**config.mk**
```make
export PLATFORM = sky130hd
export DESIGN_NAME = rv_lsu_flat
export DESIGN_NICKNAME = d
export VERILOG_FILES = /design/src/rtl/rv_lsu_if.sv /design/src/rtl/rv_lsu.sv /design/src/flat_wrapper.sv
export SDC_FILE = /design/constraint.sdc
export NUM_CORES = 1
export LEC_CHECK = 0
export ABC_AREA = 1
export BUFFER_PORTS_ARGS = -buffer_cell sky130_fd_sc_hd__buf_2
export CAP_MARGIN = 20
export CORE_MARGIN = 1
export CORE_UTILIZATION = 45
export DETAILED_ROUTE_END_ITERATION = 12
export PLACE_DENSITY = 0.77
export RECOVER_POWER = 50
export SLEW_MARGIN = 20
export SYNTH_ARGS = -nofsm -noshare
export SYNTH_HDL_FRONTEND = slang
export SYNTH_SLANG_ARGS = --single-unit
```
**constraint.sdc**
```tcl
create_clock -name clk -period 1.8 [get_ports clk]
set_clock_uncertainty 0.05 [all_clocks]
set_input_delay 0.54 -clock clk [delete_from_list [all_inputs] [get_ports clk]]
set_output_delay 0.54 -clock clk [all_outputs]
set_load 0.02 [all_outputs]
```
**src/rtl/rv_lsu_if.sv**
```systemverilog
`default_nettype none
// ============================================================================
// rv_lsu_if : core-side and memory-side handshake bundles for rv_lsu
// Rev 1.0
// ============================================================================
interface rv_lsu_core_if #(parameter int XLEN = 32);
    logic            req_valid;
    logic            req_ready;
    logic            req_we;
    logic [2:0]      req_funct3;
    logic [XLEN-1:0] req_addr;
    logic [XLEN-1:0] req_wdata;
    logic [4:0]      req_rd;
    logic            rsp_valid;
    logic            rsp_ready;
    logic [XLEN-1:0] rsp_rdata;
    logic [4:0]      rsp_rd;
    logic [1:0]      rsp_fault;

    modport master (
        output req_valid, req_we, req_funct3, req_addr, req_wdata, req_rd, rsp_ready,
        input  req_ready, rsp_valid, rsp_rdata, rsp_rd, rsp_fault
    );
    modport slave (
        input  req_valid, req_we, req_funct3, req_addr, req_wdata, req_rd, rsp_ready,
        output req_ready, rsp_valid, rsp_rdata, rsp_rd, rsp_fault
    );
endinterface

interface rv_lsu_mem_if #(parameter int XLEN = 32);
    logic              mem_req;
    logic              mem_gnt;
    logic              mem_we;
    logic [XLEN-1:0]   mem_addr;
    logic [XLEN-1:0]   mem_wdata;
    logic [XLEN/8-1:0] mem_wstrobe;
    logic              mem_rvalid;
    logic [XLEN-1:0]   mem_rdata;

    modport master (
        output mem_req, mem_we, mem_addr, mem_wdata, mem_wstrobe,
        input  mem_gnt, mem_rvalid, mem_rdata
    );
    modport slave (
        input  mem_req, mem_we, mem_addr, mem_wdata, mem_wstrobe,
        output mem_gnt, mem_rvalid, mem_rdata
    );
endinterface
`default_nettype wire

```
**src/rtl/rv_lsu.sv**
```systemverilog
`default_nettype none
// ============================================================================
// rv_lsu : registered single-outstanding load/store unit (lanes, extension,
//          alignment check, bus timeout). Optional: RV_LSU_MISALIGNED_SPLIT_EN
// Rev 1.0
// ============================================================================
module rv_lsu #(
    parameter int XLEN           = 32,
    parameter int TIMEOUT_CYCLES = 255
) (
    input  wire logic    clk,
    input  wire logic    nreset,
    rv_lsu_core_if.slave core_if,
    rv_lsu_mem_if.master mem_if
);
    localparam int NB = XLEN / 8;
    localparam int OW = $clog2(NB);
    localparam int TW = $clog2(TIMEOUT_CYCLES + 2);
    localparam logic [TW-1:0] c_TMO_LAST = TW'((TIMEOUT_CYCLES > 0) ? TIMEOUT_CYCLES - 1 : 0);

`ifdef RV_LSU_MISALIGNED_SPLIT_EN
    typedef enum logic [2:0] {S_IDLE = 3'd0, S_REQ = 3'd1, S_WAIT = 3'd2, S_RESP = 3'd3,
                              S_REQ2 = 3'd4, S_WAIT2 = 3'd5} state_t;
    localparam logic c_SPLIT = 1'b1;
`else
    typedef enum logic [1:0] {S_IDLE = 2'd0, S_REQ = 2'd1, S_WAIT = 2'd2, S_RESP = 2'd3} state_t;
    localparam logic c_SPLIT = 1'b0;
`endif

    state_t            r_state, w_next;
    logic              r_we;
    logic [2:0]        r_f3;
    logic [XLEN-1:0]   r_addr, r_wdata, r_rdata;
    logic [4:0]        r_rd;
    logic [1:0]        r_fault;
    logic [TW-1:0]     r_tmo;
`ifdef RV_LSU_MISALIGNED_SPLIT_EN
    logic [XLEN-1:0]   r_lo;
    logic              w_cross;
`endif

    logic [OW-1:0]     w_off_in, w_amask_in, w_off;
    logic              w_illegal_in, w_misal_in;
    logic [1:0]        w_fault_in;
    logic [NB-1:0]     w_mask;
    logic [2*NB-1:0]   w_strb_wide;
    logic [2*XLEN-1:0] w_wdat_wide, w_rd_wide;
    logic [XLEN-1:0]   w_merged, w_load;
    logic              w_hi_beat, w_rdone, w_tmo_hit;

    // Classify the incoming request before it is latched.
    always_comb begin
        w_illegal_in = (core_if.req_funct3 == 3'b111) ||
                       (core_if.req_we && core_if.req_funct3[2]) ||
                       ((XLEN == 32) && ((core_if.req_funct3 == 3'b011) ||
                                         (core_if.req_funct3 == 3'b110)));
        w_amask_in   = OW'((1 << core_if.req_funct3[1:0]) - 1);
        w_off_in     = core_if.req_addr[OW-1:0];
        w_misal_in   = (w_off_in & w_amask_in) != '0;
        w_fault_in   = w_illegal_in ? 2'd2 : ((w_misal_in && !c_SPLIT) ? 2'd1 : 2'd0);
    end

    // Lane positioning works on a double-width window so a split access
    // simply takes its second beat from the upper half.
    always_comb begin
        w_off       = r_addr[OW-1:0];
        w_mask      = NB'((1 << (1 << r_f3[1:0])) - 1);
        w_strb_wide = {{NB{1'b0}}, w_mask} << w_off;
        w_wdat_wide = {{XLEN{1'b0}}, r_wdata} << {w_off, 3'b000};
`ifdef RV_LSU_MISALIGNED_SPLIT_EN
        w_cross     = (int'(w_off) + (1 << r_f3[1:0])) > NB;
        w_hi_beat   = (r_state == S_REQ2) || (r_state == S_WAIT2);
        w_rd_wide   = w_hi_beat ? {mem_if.mem_rdata, r_lo} : {{XLEN{1'b0}}, mem_if.mem_rdata};
        w_rdone     = mem_if.mem_rvalid && ((r_state == S_WAIT) || (r_state == S_WAIT2));
`else
        w_hi_beat   = 1'b0;
        w_rd_wide   = {{XLEN{1'b0}}, mem_if.mem_rdata};
        w_rdone     = mem_if.mem_rvalid && (r_state == S_WAIT);
`endif
        w_merged    = XLEN'(w_rd_wide >> {w_off, 3'b000});
        case (r_f3[1:0])
            2'd0:    w_load = r_f3[2] ? XLEN'(w_merged[7:0])  : XLEN'($signed(w_merged[7:0]));
            2'd1:    w_load = r_f3[2] ? XLEN'(w_merged[15:0]) : XLEN'($signed(w_merged[15:0]));
            2'd2:    w_load = r_f3[2] ? XLEN'(w_merged[31:0]) : XLEN'($signed(w_merged[31:0]));
            default: w_load = w_merged;
        endcase
        w_tmo_hit   = (TIMEOUT_CYCLES != 0) && (r_tmo == c_TMO_LAST);
    end

    always_comb begin
        w_next = r_state;
        case (r_state)
            S_IDLE: if (core_if.req_valid) w_next = (w_fault_in != 2'd0) ? S_RESP : S_REQ;
            S_REQ:  if (mem_if.mem_gnt) w_next = S_WAIT;
                    else if (w_tmo_hit) w_next = S_RESP;
`ifdef RV_LSU_MISALIGNED_SPLIT_EN
            S_WAIT: if (w_rdone) w_next = w_cross ? S_REQ2 : S_RESP;
                    else if (w_tmo_hit) w_next = S_RESP;
            S_REQ2: if (mem_if.mem_gnt) w_next = S_WAIT2;
                    else if (w_tmo_hit) w_next = S_RESP;
            S_WAIT2: if (w_rdone || w_tmo_hit) w_next = S_RESP;
`else
            S_WAIT: if (w_rdone || w_tmo_hit) w_next = S_RESP;
`endif
            S_RESP: if (core_if.rsp_ready) w_next = S_IDLE;
            default: w_next = S_IDLE;
        endcase
    end

    always_ff @(posedge clk) begin
        if (!nreset) begin
            r_state <= S_IDLE;
            r_we    <= 1'b0;
            r_f3    <= '0;
            r_addr  <= '0;
            r_wdata <= '0;
            r_rd    <= '0;
            r_fault <= '0;
            r_rdata <= '0;
            r_tmo   <= '0;
`ifdef RV_LSU_MISALIGNED_SPLIT_EN
            r_lo    <= '0;
`endif
        end else begin
            r_state <= w_next;
            if ((r_state == S_IDLE) && core_if.req_valid) begin
                r_we    <= core_if.req_we;
                r_f3    <= core_if.req_funct3;
                r_addr  <= core_if.req_addr;
                r_wdata <= core_if.req_wdata;
                r_rd    <= core_if.req_rd;
                r_fault <= w_fault_in;
                r_rdata <= '0;
                r_tmo   <= '0;
            end else if ((r_state != S_IDLE) && (r_state != S_RESP)) begin
                r_tmo <= r_tmo + 1'b1;
                // Leaving a bus state for RESP without data can only be a timeout.
                if (w_next == S_RESP) begin
                    r_fault <= w_rdone ? 2'd0 : 2'd3;
                    r_rdata <= (w_rdone && !r_we) ? w_load : '0;
                end
`ifdef RV_LSU_MISALIGNED_SPLIT_EN
                if (w_next == S_REQ2) begin
                    r_tmo <= '0;
                    r_lo  <= mem_if.mem_rdata;
                end
`endif
            end
        end
    end

    assign core_if.req_ready = (r_state == S_IDLE);
    assign core_if.rsp_valid = (r_state == S_RESP);
    assign core_if.rsp_rdata = r_rdata;
    assign core_if.rsp_rd    = r_rd;
    assign core_if.rsp_fault = r_fault;

`ifdef RV_LSU_MISALIGNED_SPLIT_EN
    assign mem_if.mem_req = (r_state == S_REQ) || (r_state == S_REQ2);
`else
    assign mem_if.mem_req = (r_state == S_REQ);
`endif
    assign mem_if.mem_we      = r_we;
    assign mem_if.mem_addr    = {r_addr[XLEN-1:OW], {OW{1'b0}}} + (w_hi_beat ? XLEN'(NB) : '0);
    assign mem_if.mem_wdata   = w_hi_beat ? w_wdat_wide[2*XLEN-1:XLEN] : w_wdat_wide[XLEN-1:0];
    assign mem_if.mem_wstrobe = !r_we ? '0 :
                                (w_hi_beat ? w_strb_wide[2*NB-1:NB] : w_strb_wide[NB-1:0]);
endmodule
`default_nettype wire

```
**src/flat_wrapper.sv**
```systemverilog
// flat-port wrapper written by rule: the top's interface ports become plain ports
module rv_lsu_flat 
#(
    parameter int XLEN           = 32,
    parameter int TIMEOUT_CYCLES = 255
)
  (clk, nreset, core_if_req_valid, core_if_req_we, core_if_req_funct3, core_if_req_addr, core_if_req_wdata, core_if_req_rd, core_if_rsp_ready, core_if_req_ready, core_if_rsp_valid, core_if_rsp_rdata, core_if_rsp_rd, core_if_rsp_fault, mem_if_mem_req, mem_if_mem_we, mem_if_mem_addr, mem_if_mem_wdata, mem_if_mem_wstrobe, mem_if_mem_gnt, mem_if_mem_rvalid, mem_if_mem_rdata);
  rv_lsu_core_if #(.XLEN(XLEN)) core_if_i ();
  rv_lsu_mem_if #(.XLEN(XLEN)) mem_if_i ();
  input  wire logic clk;
  input  wire logic nreset;
  input wire logic [$bits(core_if_i.req_valid)-1:0] core_if_req_valid;
  input wire logic [$bits(core_if_i.req_we)-1:0] core_if_req_we;
  input wire logic [$bits(core_if_i.req_funct3)-1:0] core_if_req_funct3;
  input wire logic [$bits(core_if_i.req_addr)-1:0] core_if_req_addr;
  input wire logic [$bits(core_if_i.req_wdata)-1:0] core_if_req_wdata;
  input wire logic [$bits(core_if_i.req_rd)-1:0] core_if_req_rd;
  input wire logic [$bits(core_if_i.rsp_ready)-1:0] core_if_rsp_ready;
  output wire logic [$bits(core_if_i.req_ready)-1:0] core_if_req_ready;
  output wire logic [$bits(core_if_i.rsp_valid)-1:0] core_if_rsp_valid;
  output wire logic [$bits(core_if_i.rsp_rdata)-1:0] core_if_rsp_rdata;
  output wire logic [$bits(core_if_i.rsp_rd)-1:0] core_if_rsp_rd;
  output wire logic [$bits(core_if_i.rsp_fault)-1:0] core_if_rsp_fault;
  output wire logic [$bits(mem_if_i.mem_req)-1:0] mem_if_mem_req;
  output wire logic [$bits(mem_if_i.mem_we)-1:0] mem_if_mem_we;
  output wire logic [$bits(mem_if_i.mem_addr)-1:0] mem_if_mem_addr;
  output wire logic [$bits(mem_if_i.mem_wdata)-1:0] mem_if_mem_wdata;
  output wire logic [$bits(mem_if_i.mem_wstrobe)-1:0] mem_if_mem_wstrobe;
  input wire logic [$bits(mem_if_i.mem_gnt)-1:0] mem_if_mem_gnt;
  input wire logic [$bits(mem_if_i.mem_rvalid)-1:0] mem_if_mem_rvalid;
  input wire logic [$bits(mem_if_i.mem_rdata)-1:0] mem_if_mem_rdata;
  assign core_if_i.req_valid = core_if_req_valid;
  assign core_if_i.req_we = core_if_req_we;
  assign core_if_i.req_funct3 = core_if_req_funct3;
  assign core_if_i.req_addr = core_if_req_addr;
  assign core_if_i.req_wdata = core_if_req_wdata;
  assign core_if_i.req_rd = core_if_req_rd;
  assign core_if_i.rsp_ready = core_if_rsp_ready;
  assign core_if_req_ready = core_if_i.req_ready;
  assign core_if_rsp_valid = core_if_i.rsp_valid;
  assign core_if_rsp_rdata = core_if_i.rsp_rdata;
  assign core_if_rsp_rd = core_if_i.rsp_rd;
  assign core_if_rsp_fault = core_if_i.rsp_fault;
  assign mem_if_mem_req = mem_if_i.mem_req;
  assign mem_if_mem_we = mem_if_i.mem_we;
  assign mem_if_mem_addr = mem_if_i.mem_addr;
  assign mem_if_mem_wdata = mem_if_i.mem_wdata;
  assign mem_if_mem_wstrobe = mem_if_i.mem_wstrobe;
  assign mem_if_i.mem_gnt = mem_if_mem_gnt;
  assign mem_if_i.mem_rvalid = mem_if_mem_rvalid;
  assign mem_if_i.mem_rdata = mem_if_mem_rdata;
  rv_lsu #(.XLEN(XLEN), .TIMEOUT_CYCLES(TIMEOUT_CYCLES)) u_core (.clk(clk), .nreset(nreset), .core_if(core_if_i), .mem_if(mem_if_i));
endmodule
```
# Yosys cells after proc, flatten, opt, wreduce, memory -nomap -nowiden
# Cells that the tools add are included.
[totals]
regBits = 118
inputBits = 111
elab_cells = 68
[op_classes]
n_addsub = 3
n_eq_ne = 10
shift = 6
mux = 18
bitwise_logic = 2
n_reduce_logical = 20
[ops]
columns = ["cell", "n"]
rows = [
  ["$mux W32", 3],
  ["$pmux W32 S2", 1],
  ["$shl A1 B2 Y32 const A", 1],
  ["$shl A1 B32 Y4 const A", 1],
  ["$shl A32 B5 Y32", 1],
  ["$shr A32 B5 Y32", 1],
  ["$mux W2", 11],
  ["$reduce_bool A2 Y1", 5],
  ["$add A9 B1 Y9 const B", 1],
  ["$eq A9 B8 Y1 const B", 1],
  ["$pmux W2 S4", 1],
  ["$eq A2 B2 Y1 const B", 3],
  ["$eq A3 B3 Y1 const B", 2],
  ["$logic_and A1 B1 Y1", 5],
  ["$eq A2 B1 Y1 const B", 2],
  ["$logic_not A2 Y1", 2],
  ["$logic_or A1 B1 Y1", 4],
  ["$mux W4", 1],
  ["$reduce_and A2 Y1", 2],
  ["$shl A4 B2 Y4", 1],
  ["$sub A4 B2 Y4 const B", 1],
  ["$eq A3 B2 Y1 const B", 1],
  ["$and A2 B2 Y2", 1],
  ["$ne A2 B2 Y1 const B", 1],
  ["6 further kinds", 6],
]

# Depth between registers and ports, before layout
[logic_depth]
word_depth = 14
mapped_depth = 14
mapped_depth_nobuf = 12

# Worst setup path before layout
# Ideal clock, no wire load.
[synth_path]
path_kind = "register to output"
startpoint = "reg u_core.r_addr[0]"
endpoint = "out mem_if_mem_wstrobe[2]"
arrival_time_ps = 1585
path_slack_ps = -375
stages_incl_launch_ff = 6
cell_sequence = "dfxtp_1 -> buf_6 -> buf_2 -> buf_1 -> nand2_1 -> a221oi_1"
[synth_between]
elab_chain_len = 2
[synth_lines]
columns = ["element", "line_no", "text"]
rows = [
  ["start, declared", "rv_lsu.sv:33", "logic [XLEN-1:0] r_addr, r_wdata, r_rdata;"],
  ["start signal, assigned", "rv_lsu.sv:129", "r_addr <= core_if.req_addr;"],
  ["$shl A4 B2 Y4", "rv_lsu.sv:68", "w_strb_wide = {{NB{1'b0}}, w_mask} << w_off;"],
  ["$mux W4", "rv_lsu.sv:166", "assign mem_if.mem_wstrobe = !r_we ? '0 :"],
  ["end, declared", "flat_wrapper.sv:28", "output wire logic [$bits(mem_if_i.mem_wstrobe)-1:0] mem_if_mem_wstrobe;"],
]
# No other way between the ends.

# Final worst setup path
[layout_path]
startpoint = "reg u_core.r_addr[0]"
endpoint = "out mem_if_mem_wdata[7]"
[layout_between]
elab_chain_len = 1
[layout_lines]
columns = ["element", "line_no", "text"]
rows = [
  ["$shl A32 B5 Y32", "rv_lsu.sv:69", "w_wdat_wide = {{XLEN{1'b0}}, r_wdata} << {w_off, 3'b000};"],
  ["end, declared", "flat_wrapper.sv:27", "output wire logic [$bits(mem_if_i.mem_wdata)-1:0] mem_if_mem_wdata;"],
]
# No other way between the ends.

==> impl_metrics.json <==
{
  "status": "finished, violations left",
  "violations": "negative setup slack",
  "power_per_cell_area_mw_per_mm2": 1294,
  "cts.sinks": 118,
  "critPathKind": "flip-flop to output pin",
  "synthTopCellsByArea": "dfxtp_1 40%, nor2_1 13%, o21ai_0 11%, nand2_1 7.0%, a21oi_1 6.0%",
  "via_count": 6999,
  "die_w_um": 116.6,
  "syn-cell-area_mm2": 0.005914,
  "yosysSeqAreaShare_pct": 39.94,
  "yosys.area.top_type": "dfxtp_1",
  "grt-ovfl-total": 0,
  "routed_wl_um": 22510,
  "htree_num_levels": 4,
  "synth.most_common_cell": "nor2_1",
  "die_h_um": 116.6,
  "numPortBuffers": 219,
  "clockBufferDepth": 2,
  "crit_fanout": 5,
  "grtUsageMet1_pct": 36.45,
  "drc": 0,
  "worst_pin_slew_ns": 0.6967,
  "fin_crit_sh_pct": 118.0,
  "drv_slew": 0,
  "fmax_ghz": 0.4708,
  "hold_buffers": 0,
  "yosysUniqueCellTypes": 34,
  "avgViaCountPerCell": 5.459,
  "cts_buffers": 17,
  "hold_viol": 0,
  "ant_nets": 0,
  "die_area_mm2": 0.01361,
  "cts.reportedPaths.clkPinSlew_ns": 0.05,
  "p_leak_uw": 0.003967,
  "grt_pass1_vias": 6540,
  "setup_viol": 132,
  "antennaDiodeCount": 0,
  "tritoncts": "built",
  "root_buffer": "clkbuf_16",
  "synth_seq_cells": 118,
  "holdCritPathClass": "input pin to flip-flop",
  "synthCells": 863,
  "peakVddDrop_mv": 0.7911,
  "critPathArrivalTime_ns": 1.53,
  "syn_avg_cell_area_um2": 6.853,
  "syn2layout_area_growth_pct": 58.26,
  "post-route-min-period_ns": 2.124,
  "rows": 41,
  "use_met3_pct": 6.954,
  "drt-pass1-iter-count": 6,
  "finalNetCount": 1215,
  "synth_edf_count": 0,
  "gp_congestion": 0.8888,
  "slew_headroom_pct": 53.55,
  "cp-end-kind": "output pin",
  "ys_top_cells_by_count": "209 x nor2_1, 126 x o21ai_0, 118 x dfxtp_1, 111 x nand2_1, 71 x a21oi_1",
  "synth_top_area_share_pct": 39.94,
  "use_met2_pct": 49.98,
  "worstSkewPairLatency_ns": 0.42,
  "grt_usage_pct": 30.41,
  "startpoint_type": "flip-flop",
  "cpMaxStageDelayCell": "dfxtp_4",
  "pin_count": 222,
  "synthArstFlopShare_pct": 0,
  "max_cap_viol_count": 0,
  "antenna_found_initial": 0,
  "start_util_pct": 46.49,
  "crit_chain": "buf_12 -> nor2_4 -> buf_6 -> clkinv_8 -> nor2_4 -> buf_6",
  "core_area_mm2": 0.01272,
  "drt-initial-drc-count": 761,
  "grt_max_degree": 69,
  "busiest_layer": "met2",
  "slowest_delay_ns": 0.36,
  "fin_ws_ns": -0.3241,
  "crit_required_ns": 1.21,
  "setup_tns_ns": -20.64,
  "ys.warnings.count": 0,
  "rsz0062_at_grt": "yes",
  "drive_above_1_share_pct": 42.25,
  "placedCellCount": 1219,
  "ys.flop_type": "dfxtp_1",
  "grt_pass1_wl_um": 31820,
  "dp_hpwl_um": 12820,
  "wl_per_cell_um": 17.56,
  "stdcell_count": 1282
}
worst paths after layout:
check	from	end	cells past startpoint	slack, ns
setup / recovery	u_core.r_addr[0]$_SDFFE_PN0P_	mem_if_mem_wdata[7]	6	-0.32
hold / removal	core_if_req_addr[26]	u_core.r_addr[26]$_SDFFE_PN0P_	3	0.32
setup reg to reg	u_core.r_state[0]$_SDFF_PN0_	u_core.r_wdata[3]$_SDFFE_PN0P_	7	-0.24
hold reg to reg	u_core.r_wdata[31]$_SDFFE_PN0P_	u_core.r_wdata[31]$_SDFFE_PN0P_	2	0.42
area by class of cell:
type | instances | area (µm²)
clock inverter | 8 | 93.84
timing repair buffer | 295 | 2115
inverter | 43 | 217.7
multi-input combinational | 620 | 3801
sequential | 118 | 2379
clock buffer | 24 | 511.7
tap | 172 | 215.2
timing repair inverter | 2 | 27.53
fill | 971 | 3362
critical path: cells and delay by family (launching register included):
| family | cells | cell delay, ns |
|---|---|---|
| buffers and inverters | 4 | 0.54 |
| DFF | 1 | 0.36 |
| and+or+nand+nor | 2 | 0.21 |
sequential cells by signal, indices dropped and copies added (netlist names):
| name | flops |
|---|---|
| u_core.core_if.rsp_rdata | 32 |
| u_core.r_addr | 32 |
| u_core.r_wdata | 32 |
| u_core.r_tmo | 9 |
| u_core.core_if.rsp_rd | 5 |
| u_core.r_f3 | 3 |
| u_core.core_if.rsp_fault | 2 |
| u_core.r_state | 2 |
| u_core.mem_if.mem_we | 1 |
power breakdown:
| group | internal (µW) | switching (µW) |
|---|---|---|
| sequential | 3000 | 286 |
| clock | 2250 | 1210 |
| combinational | 2130 | 3240 |
stage by stage:
step | total power [µW] | hold slack (ns) | instance area [µm²] | utilization, % | worst slack, ns
floorplan | 5986 | 0.3797 | 6170 | - | -0.02714
global placement | 7048 | 0.4002 | 7438 | 58.47 | -0.4649
detailed placement | 7095 | 0.4043 | 7438 | 58.47 | -0.5487
CTS | 11510 | 0.3110 | 8927 | 70.17 | -0.3137
global route | 12630 | 0.3178 | 9360 | 73.57 | -0.4013
finish | 12110 | 0.3176 | 9360 | 73.57 | -0.3241
metal layers:
layer	vias to the layer above	part of all wire (%)	wire [µm]
li1	3269	-	-
met1	3169	38	8621
met2	448	47	10670
met3	113	9.1	2037
met4	0	5.2	1180
met5	-	0	0
placed cells by master (no fill, tap or decap), types with 6 or more instances in the layout:
cell / n
buf_12: 12
nand3_2: 8
dfxtp_1: 111
o21ai_1: 8
buf_2: 135
nand3_4: 7
o21ai_2: 24
buf_4: 44
nand2_1: 80
mux2i_1: 7
nor2_4: 30
a22oi_2: 7
nand2_4: 11
inv_1: 30
nand3_1: 25
nor2_1: 172
buf_6: 44
a21oi_2: 18
o21ai_0: 93
clkbuf_16: 18
nand2_2: 24
nor2_2: 20
clkbuf_1: 53
clkbuf_8: 6
a21oi_1: 55
timing repair:
action | 4_1_cts | 5_1_grt
buffers inserted | 17 | 6
gates resized for setup | 195 | 122
pin swaps | 48 | 30
cloned | 7 | 3
endpoints found under the setup margin | 75 | 111
logic make-up (layout without fill, tap and decap cells):
logic type	Yosys count	count (layout)	synth area share (%)
AND/OR/NAND/NOR	381	384	26.61
AO/OA/AOI/OAI	219	219	19.40
buffers and inverters	129	372	11.17
flip-flops	118	118	39.94
adder cells (fa/ha/maj)	7	7	1.481
multiplexers	7	7	1.185
other	1	2	0.06340
XOR/XNOR	1	1	0.1481
(Power assumes the default switching activity.)
